### config.mk
export PLATFORM = sky130hd
export DESIGN_NAME = regfile_wp_arbiter
export DESIGN_NICKNAME = d
export VERILOG_FILES = /design/src/rtl/regfile_wp_arbiter.sv
export SDC_FILE = /design/constraint.sdc
export NUM_CORES = 1
export LEC_CHECK = 0
export BUFFER_PORTS_ARGS = -buffer_cell sky130_fd_sc_hd__buf_2
export CAP_MARGIN = 0
export CORE_UTILIZATION = 45
export CTS_BUF_LIST = sky130_fd_sc_hd__clkbuf_8
export DETAILED_ROUTE_END_ITERATION = 8
export GPL_TIMING_DRIVEN = 0
export MAX_ROUTING_LAYER = met4
export PLACE_DENSITY = 0.77
export SETUP_SLACK_MARGIN = 0.5
export SYNTH_ARGS = -nofsm -noshare
export SYNTH_HDL_FRONTEND = slang
export SYNTH_SLANG_ARGS = --single-unit
export TNS_END_PERCENT = 10
### constraint.sdc
create_clock -name clk -period 2.7 [get_ports clk]
set_input_delay 0.27 -clock clk [delete_from_list [all_inputs] [get_ports clk]]
set_output_delay 0.27 -clock clk [all_outputs]
set_load 0.05 [all_outputs]
### src/rtl/regfile_wp_arbiter.sv
// Register-file write-port arbiter: writeback (A) has absolute priority, multicycle
// results (B) are buffered in a small FIFO with a pending-write scoreboard and starvation stall.
module regfile_wp_arbiter #(
    parameter int XLEN         = 32,
    parameter int AW           = 5,
    parameter int DEPTH        = 4,
    parameter int STARVE_LIMIT = 8
) (
    input  logic                       clk,
    input  logic                       rst_n,
    input  logic                       wb_valid,
    input  logic [AW-1:0]              wb_rd,
    input  logic [XLEN-1:0]            wb_data,
    input  logic                       mc_valid,
    output logic                       mc_ready,
    input  logic [AW-1:0]              mc_rd,
    input  logic [XLEN-1:0]            mc_data,
    output logic                       rf_we,
    output logic [AW-1:0]              rf_wa,
    output logic [XLEN-1:0]            rf_wd,
    output logic                       pipe_stall,
    input  logic [AW-1:0]              chk_ra1,
    input  logic [AW-1:0]              chk_ra2,
    output logic                       chk_hit1,
    output logic                       chk_hit2,
    output logic [$clog2(DEPTH+1)-1:0] pend_count
);

    localparam int PW = $clog2(DEPTH);
    localparam int CW = $clog2(DEPTH+1);
    localparam int WW = $clog2(STARVE_LIMIT+1);

    logic [AW-1:0]   fifo_rd_r   [DEPTH];
    logic [XLEN-1:0] fifo_data_r [DEPTH];
    logic [PW-1:0]   rd_ptr_r;
    logic [PW-1:0]   wr_ptr_r;
    logic [CW-1:0]   count_r;
    logic [WW-1:0]   wait_cnt_r;

    logic a_grant_s;
    logic empty_s;
    logic deq_s;
    logic enq_s;

    // Arbitration and write-port mux; rd=0 requests are treated as idle, rf_we is gated by reset.
    always_comb begin
        a_grant_s = wb_valid && (wb_rd != {AW{1'b0}});
        empty_s   = (count_r == {CW{1'b0}});
        mc_ready  = (count_r < CW'(DEPTH));
        deq_s     = !a_grant_s && !empty_s;
        enq_s     = mc_valid && mc_ready && (mc_rd != {AW{1'b0}});
        if (!rst_n) begin
            rf_we = 1'b0;
            rf_wa = {AW{1'b0}};
            rf_wd = {XLEN{1'b0}};
        end else if (a_grant_s) begin
            rf_we = 1'b1;
            rf_wa = wb_rd;
            rf_wd = wb_data;
        end else if (!empty_s) begin
            rf_we = 1'b1;
            rf_wa = fifo_rd_r[rd_ptr_r];
            rf_wd = fifo_data_r[rd_ptr_r];
        end else begin
            rf_we = 1'b0;
            rf_wa = {AW{1'b0}};
            rf_wd = {XLEN{1'b0}};
        end
    end

    // FIFO storage, pointers and occupancy count.
    always_ff @(posedge clk or negedge rst_n) begin
        if (!rst_n) begin
            for (int i = 0; i < DEPTH; i++) begin
                fifo_rd_r[i]   <= {AW{1'b0}};
                fifo_data_r[i] <= {XLEN{1'b0}};
            end
            rd_ptr_r <= {PW{1'b0}};
            wr_ptr_r <= {PW{1'b0}};
            count_r  <= {CW{1'b0}};
        end else begin
            if (enq_s) begin
                fifo_rd_r[wr_ptr_r]   <= mc_rd;
                fifo_data_r[wr_ptr_r] <= mc_data;
                wr_ptr_r              <= wr_ptr_r + PW'(1);
            end
            if (deq_s) begin
                rd_ptr_r <= rd_ptr_r + PW'(1);
            end
            case ({enq_s, deq_s})
                2'b10:   count_r <= count_r + CW'(1);
                2'b01:   count_r <= count_r - CW'(1);
                default: count_r <= count_r;
            endcase
        end
    end

    // Head-of-FIFO starvation counter, saturating at the stall threshold.
    always_ff @(posedge clk or negedge rst_n) begin
        if (!rst_n) begin
            wait_cnt_r <= {WW{1'b0}};
        end else if (empty_s || deq_s) begin
            wait_cnt_r <= {WW{1'b0}};
        end else if (wait_cnt_r != WW'(STARVE_LIMIT)) begin
            wait_cnt_r <= wait_cnt_r + WW'(1);
        end else begin
            wait_cnt_r <= wait_cnt_r;
        end
    end

    // Pending-write scoreboard over the valid FIFO window, plus status outputs.
    always_comb begin
        chk_hit1 = 1'b0;
        chk_hit2 = 1'b0;
        for (int i = 0; i < DEPTH; i++) begin
            chk_hit1 = chk_hit1 | ((CW'(i) < count_r) && (chk_ra1 != {AW{1'b0}}) &&
                                   (fifo_rd_r[rd_ptr_r + PW'(i)] == chk_ra1));
            chk_hit2 = chk_hit2 | ((CW'(i) < count_r) && (chk_ra2 != {AW{1'b0}}) &&
                                   (fifo_rd_r[rd_ptr_r + PW'(i)] == chk_ra2));
        end
        pipe_stall = (wait_cnt_r == WW'(STARVE_LIMIT));
        pend_count = count_r;
    end

endmodule

# Word-level counts from Yosys, hierarchy flattened
# Cells that the tools add are included.
# word_totals
reg_bits	159
latch_bits	0
mem_bits_rw	0
romBits	0
in_bits	88
out_inout_bits	45
word_cells	117
mem_count	0
# classes
n_addsub	7
multipliers	0
n_div	0
n_lt_le_gt_ge	11
eq_ne	12
shift	0
mux	33
bitwise_logic	11
n_reduce_logical	31
# op_table
operator	count
$mux 32	6
$bwmux 128	1
$bmux 32 s2	1
$demux 32 s2	1
$mux 5	12
$bmux 5 s2	4
$eq 5x5->1	8
$logic_and 1x1->1	21
$bwmux 20	1
$reduce_bool 5->1	4
$ge 3x3->1 const B	5
$not 2->3	5
$demux 5 s2	1
$mux 4	2
$lt 1x3->1 const A	2
$lt 2x3->1 const A	2
$or 1x1->1	6
$pmux 3 s2	1
$add 2x1->2 const B	2
$add 2x2->2 const B	2
$add 4x1->4 const B	1
$eq 4x4->1 const B	1
$ne 4x4->1 const B	1
$reduce_bool 2->1	2
10 further kinds	13

# Depth between registers and ports, before layout
# logic_depth
depth_word	10
ltp_mapped	9
ltp_nobuf	7

# Worst setup path after synthesis
# Ideal clock, no wire load.
# synth_path
path_type	flip-flop to output port
startpoint	register count_r[2] (netlist: pend_count[2])
endpoint	output port rf_wa[3]
arrival_time_ns	2.603
required_time_ns	2.430
setup_slack_ns	-0.173
path_stages_with_launch	6
path_buffers	1
path_cell_list	dfrtp_1 > clkinv_1 > a21oi_4 > buf_6 > nand2_1 > a21boi_1
# synth_via
elab_chain_len	4
# synth_lines
item	line	rtl
start: declaration	37	logic [CW-1:0] count_r;
start signal: assignment	80	count_r <= {CW{1'b0}};
start signal: assignment	91	2'b10: count_r <= count_r + CW'(1);
start signal: assignment	92	2'b01: count_r <= count_r - CW'(1);
$logic_not 3->1	48	empty_s = (count_r == {CW{1'b0}});
$mux 5	60	end else if (!empty_s) begin
$mux 5	56	end else if (a_grant_s) begin
$mux 5	52	if (!rst_n) begin
end: declaration	19	output logic [AW-1:0] rf_wa,
# No other way between the ends.

# Worst setup path after layout
# layout_path
startpoint	register rd_ptr_r[0]
endpoint	output port chk_hit1
# layout_via
elab_chain_len	10
elab_cells_between_ends	30
classes_between	add/sub: 3; eq/ne: 4; mux: 12; bitwise: 7; reduce/logical: 4
# layout_lines
item	line	rtl
start: declaration	35	logic [PW-1:0] rd_ptr_r;
start signal: assignment	78	rd_ptr_r <= {PW{1'b0}};
start signal: assignment	88	rd_ptr_r <= rd_ptr_r + PW'(1);
$add 2x1->2	117	(fifo_rd_r[rd_ptr_r + PW'(i)] == chk_ra1));
$not 2->3 (implied by the code)	117	
$bmux 5 s2	117	
$mux 5 (implied by the code) (2 in a row)	117	
$eq 5x5->1	117	
$logic_and 1x1->1	116	chk_hit1 = chk_hit1 | ((CW'(i) < count_r) && (chk_ra1 != {AW{1'b0}}) &&
$or 1x1->1 (2 in a row)	116	
$or 1x1->1 *	116	
end: declaration	24	output logic chk_hit1,
# Every way passes the cells marked *; elsewhere a longest branch is shown, timed or not. The select of a mux whose other input is x is not followed.

==> impl_summary.md <==
Global route
The initial antenna violation count is 2. The global-route wire length before repair is 32,300 um. Global routing finished with a remaining overflow of 0. In the global route stage, overall resource usage came out at 0.220. Entering global routing, the biggest net connects 91 pins. The number of global-route vias before repair is 5,939.

Status
The flow ran to the end, but the final reports show violations. The checks that failed: negative hold slack, negative setup slack.

Route
The number of vias in the routed layout is 5,933. The total wirelength of the detailed-routed design is 20,700 um. The residual antenna-violating net count after detailed routing is 0. The count of TritonRoute iterations in the first routing pass is 4. The detailed router finished its first iteration with 242 violations. In the routed design, unresolved DRC markers number 0.

In the final routed layout, each cell accounts on average for 19.2 um. In the routed layout, each cell is associated on average with a via count of 5.50.

Timing
Based on the critical path, the design can be clocked at up to 355 MHz. The final hold slack is -0.297 ns. Setup violations remaining at the end of the flow were counted as 2.

Setup repair after global routing could not meet its margin everywhere. At the pin with the least slew margin, the transition time is 0.744 ns. Clock skew on the completed layout was measured at 0.00828 ns. The minimum clock period after layout is 2.82 ns.

The max-slew violation count is 0. Measured against its own limit, the worst slew margin works out to 0.504. In the post-route analysis, the smallest setup slack over all paths is -0.120 ns. The total count of hold-check failures in the final report is 70. Of the available clock period, the critical path in the final layout requires 1.04. The aggregate negative setup slack is -0.221 ns.

Setup path
The type of element capturing the critical path is a primary output. The top fanout value on the critical path is 10. The register-to-register setup slack is 0.77 ns. The required time of the critical path is 2.43 ns. The number of cells on the worst reg-to-reg path is 8. The kind of critical path is flip-flop to primary output. The worst register-to-register path begins at pend_count[0]. On the worst path, the slowest cell contributes a delay of 0.44 ns. The slowest stage of the critical path is the sky130_fd_sc_hd__dfrtp_2 cell. STA puts the critical path data arrival time at 2.55 ns. The reg-to-reg endpoint is pend_count[2].

The sort of element at the start of the critical path is a flip-flop. Traced cell by cell, the critical path runs through buf_6 -> buf_4 -> mux4_2 -> xor2_1 -> nor4_1 -> nand4_1 -> nand4_1 -> buf_6.

Finish
The fraction of layout cells with a size suffix above 1 is 0.509. For this run, the post-layout net count is 897. The layout has 1,634 filler cells. The growth of design area from synthesis to finish is 21.8%. The number of standard cells in the layout, taps in and fillers out is 1,078.

Clock tree
In this run the number of H-tree levels came out at 4. The clock net in this run drives a total of 159 sinks. Clock-pin slew was measured on the worst setup and hold paths at 0.09 ns. The root buffer cell is sky130_fd_sc_hd__clkbuf_8. The worst-case clock buffer depth is 2. The clock latency on the worst-skew pair is 0.46 ns.

TritonCTS created 17 clock buffers. The TritonCTS clock tree is done.

Synth
The number of unique standard cell types used by synthesis is 40. The portion of the post-synthesis area used by sequential elements is 0.444. The number of nets handed over by synthesis was 748. In the synthesized netlist the dominant register cell turns out to be sky130_fd_sc_hd__dfrtp_1. After synthesis the cells add up to 8960 sq um. The post-synthesis async set-or-reset flop share is 1.00. Counting every instance in the synthesized netlist gives 649.

The synthesis-stage register bit count is 159. The synthesized design contains 0 enable-type register cells. The average instance area after synthesis is 13.8 sq um.

For this run, the number of Yosys warnings is 0.

Floorplanning
The die is 143 um wide. The effective utilization at floorplan is 0.460. The number of placement rows is 51. The placeable core region is 19,500 sq um. During I/O placement, the number of pins put on the boundary was 133. The overall die area is 20,500 sq um. The die extent in y is 143 um.

Placement
The number of input and output port buffers inserted is 123. Detailed placement finished with a half-perimeter wire length of 14,500 um. The post-placement worst setup slack is -0.383 ns. The final weighted congestion of routability-driven global placement is 0.928. The post-placement cell count is 1,038.

Run
The tool flagged a number of max-cap violations equal to 0.

Power and ir drop
The static power due to leakage is 4.78 nW. In this run the power density over the cells is 1240 nW/um^2. Across the VDD grid, the largest voltage drop is 0.568 mV.

Hold path
The min-delay analysis places its worst path in the category input port to async pin.
flip-flops by register name, summed over array words and instances (netlist names):
signal / flops
pend_count: 3
fifo_data_r: 128
fifo_rd_r: 20
wr_ptr_r: 2
wait_cnt_r: 4
rd_ptr_r: 2
timing repair:
action                                 in CTS  in global routing
gates resized for setup                    55                 21
pin swaps                                  11                  4
endpoints found under the hold margin      70                 70
setup endpoints to repair                  39                 39
setup buffers                               4                  2
worst max path at each step:
stage	startpoint	end	slack, ns	cells past startpoint
after floorplan	rd_ptr_r[0]	chk_hit2	0.40	6
after global placement	rst_n	rf_wd[13]	-2.20	5
after detailed placement	rst_n	rf_wd[13]	-0.38	6
after CTS	rd_ptr_r[0]	chk_hit1	-0.14	8
after global routing	rd_ptr_r[0]	chk_hit2	-0.28	7
final	rd_ptr_r[0]	chk_hit1	-0.12	8
cell families after synthesis:
| family | share of synthesized area |
|---|---|
| AO/OA/AOI/OAI | 0.0444 |
| XOR/XNOR | 0.0477 |
| adder cells (fa/ha/maj) | 0.0154 |
| buffers and inverters | 0.0450 |
| flip-flops | 0.444 |
| multiplexers | 0.339 |
| AND/OR/NAND/NOR | 0.0644 |
cell usage after synthesis (3+ instances only):
cell type,n,area [sq um]
sky130_fd_sc_hd__nor3_1,3,15.0
sky130_fd_sc_hd__nand2b_1,3,18.8
sky130_fd_sc_hd__mux2_1,58,653
sky130_fd_sc_hd__clkbuf_1,15,56.3
sky130_fd_sc_hd__nand2_8,4,80.1
sky130_fd_sc_hd__nor4_1,9,56.3
sky130_fd_sc_hd__ha_1,11,138
sky130_fd_sc_hd__a22oi_1,34,255
sky130_fd_sc_hd__nor2b_1,35,219
sky130_fd_sc_hd__o21ai_0,4,20.0
sky130_fd_sc_hd__xor2_1,27,236
sky130_fd_sc_hd__buf_6,22,248
sky130_fd_sc_hd__nor2_1,11,41.3
sky130_fd_sc_hd__mux2_2,97,1090
sky130_fd_sc_hd__xnor2_1,20,175
sky130_fd_sc_hd__dfrtp_1,159,3980
sky130_fd_sc_hd__nand2_1,19,71.3
sky130_fd_sc_hd__nand4_1,8,50.1
sky130_fd_sc_hd__mux2i_1,21,210
sky130_fd_sc_hd__buf_2,7,35.0
sky130_fd_sc_hd__a21boi_1,4,30.0
sky130_fd_sc_hd__inv_1,10,37.5
sky130_fd_sc_hd__mux4_2,47,1060
placed cells by master, fill, tap and decap left out, types with 4 or more instances in the layout:
| master | netlist | routed |
|---|---|---|
| sky130_fd_sc_hd__xnor2_1 | 20 | 20 |
| sky130_fd_sc_hd__a22oi_1 | 34 | 20 |
| sky130_fd_sc_hd__nand2_1 | 19 | 16 |
| sky130_fd_sc_hd__clkbuf_8 | 0 | 18 |
| sky130_fd_sc_hd__buf_2 | 7 | 114 |
| sky130_fd_sc_hd__mux2i_1 | 21 | 19 |
| sky130_fd_sc_hd__nand4_1 | 8 | 8 |
| sky130_fd_sc_hd__nand2_8 | 4 | 4 |
| sky130_fd_sc_hd__inv_1 | 10 | 9 |
| sky130_fd_sc_hd__mux2_2 | 97 | 97 |
| sky130_fd_sc_hd__ha_1 | 11 | 10 |
| sky130_fd_sc_hd__nor2b_4 | 0 | 15 |
| sky130_fd_sc_hd__a21boi_4 | 0 | 4 |
| sky130_fd_sc_hd__o21ai_0 | 4 | 4 |
| sky130_fd_sc_hd__clkbuf_1 | 15 | 10 |
| sky130_fd_sc_hd__xor2_1 | 27 | 27 |
| sky130_fd_sc_hd__nor4_1 | 9 | 7 |
| sky130_fd_sc_hd__buf_8 | 0 | 5 |
| sky130_fd_sc_hd__nor2b_2 | 0 | 18 |
| sky130_fd_sc_hd__nor2_1 | 11 | 11 |
| sky130_fd_sc_hd__buf_4 | 2 | 7 |
| sky130_fd_sc_hd__buf_12 | 0 | 4 |
| sky130_fd_sc_hd__buf_6 | 22 | 30 |
| sky130_fd_sc_hd__dfrtp_1 | 159 | 156 |
| sky130_fd_sc_hd__mux2_1 | 58 | 58 |
| sky130_fd_sc_hd__mux4_2 | 47 | 47 |
| sky130_fd_sc_hd__a22oi_2 | 0 | 14 |
final cells by class:
class                           instances  area (sq um)  share of cell area
Clock buffer                           18           248              0.0227
Buffer                                 48           443              0.0406
Tap cell                              265           332              0.0304
Clock inverter                         14           180              0.0165
Sequential cell                       159          3980               0.365
Antenna cell                            2          5.00            0.000458
Inverter                               11          46.3             0.00424
Timing Repair Buffer                  130           778              0.0713
Multi-Input combinational cell        431          4900               0.449
worst max-delay path, delay by kind of cell, from the launching register on:
family / cells / cell delay, ns
xor gates and xnor gates: 1 / 0.16
DFF: 1 / 0.44
buffers and inverters: 3 / 0.59
and+or+nand+nor: 3 / 0.56
muxes: 1 / 0.34
metal layers:
layer	wire, um	GRT usage	up-vias
met2	10200	0.348	133
met3	794	0.0480	18
met5	0	-	-
met4	228	0.0566	0
met1	9410	0.288	3078
li1	-	-	2704
metrics by stage:
stage               instance area (sq um)  total power [mW]  utilization
floorplan                            9180              9.56            -
global placement                    10100              10.9        0.520
detailed placement                  10200              11.1        0.522
CTS                                 10800              13.4        0.556
global route                        10900              14.3        0.561
finish                              10900              13.5        0.561
power by group:
part           internal (mW)  switching [mW]  leakage (nW)
Combinational           3.70            3.57          2.66
Clock                  0.957           0.940         0.210
Sequential              3.57           0.775          1.92
(Power assumes the default switching activity.)
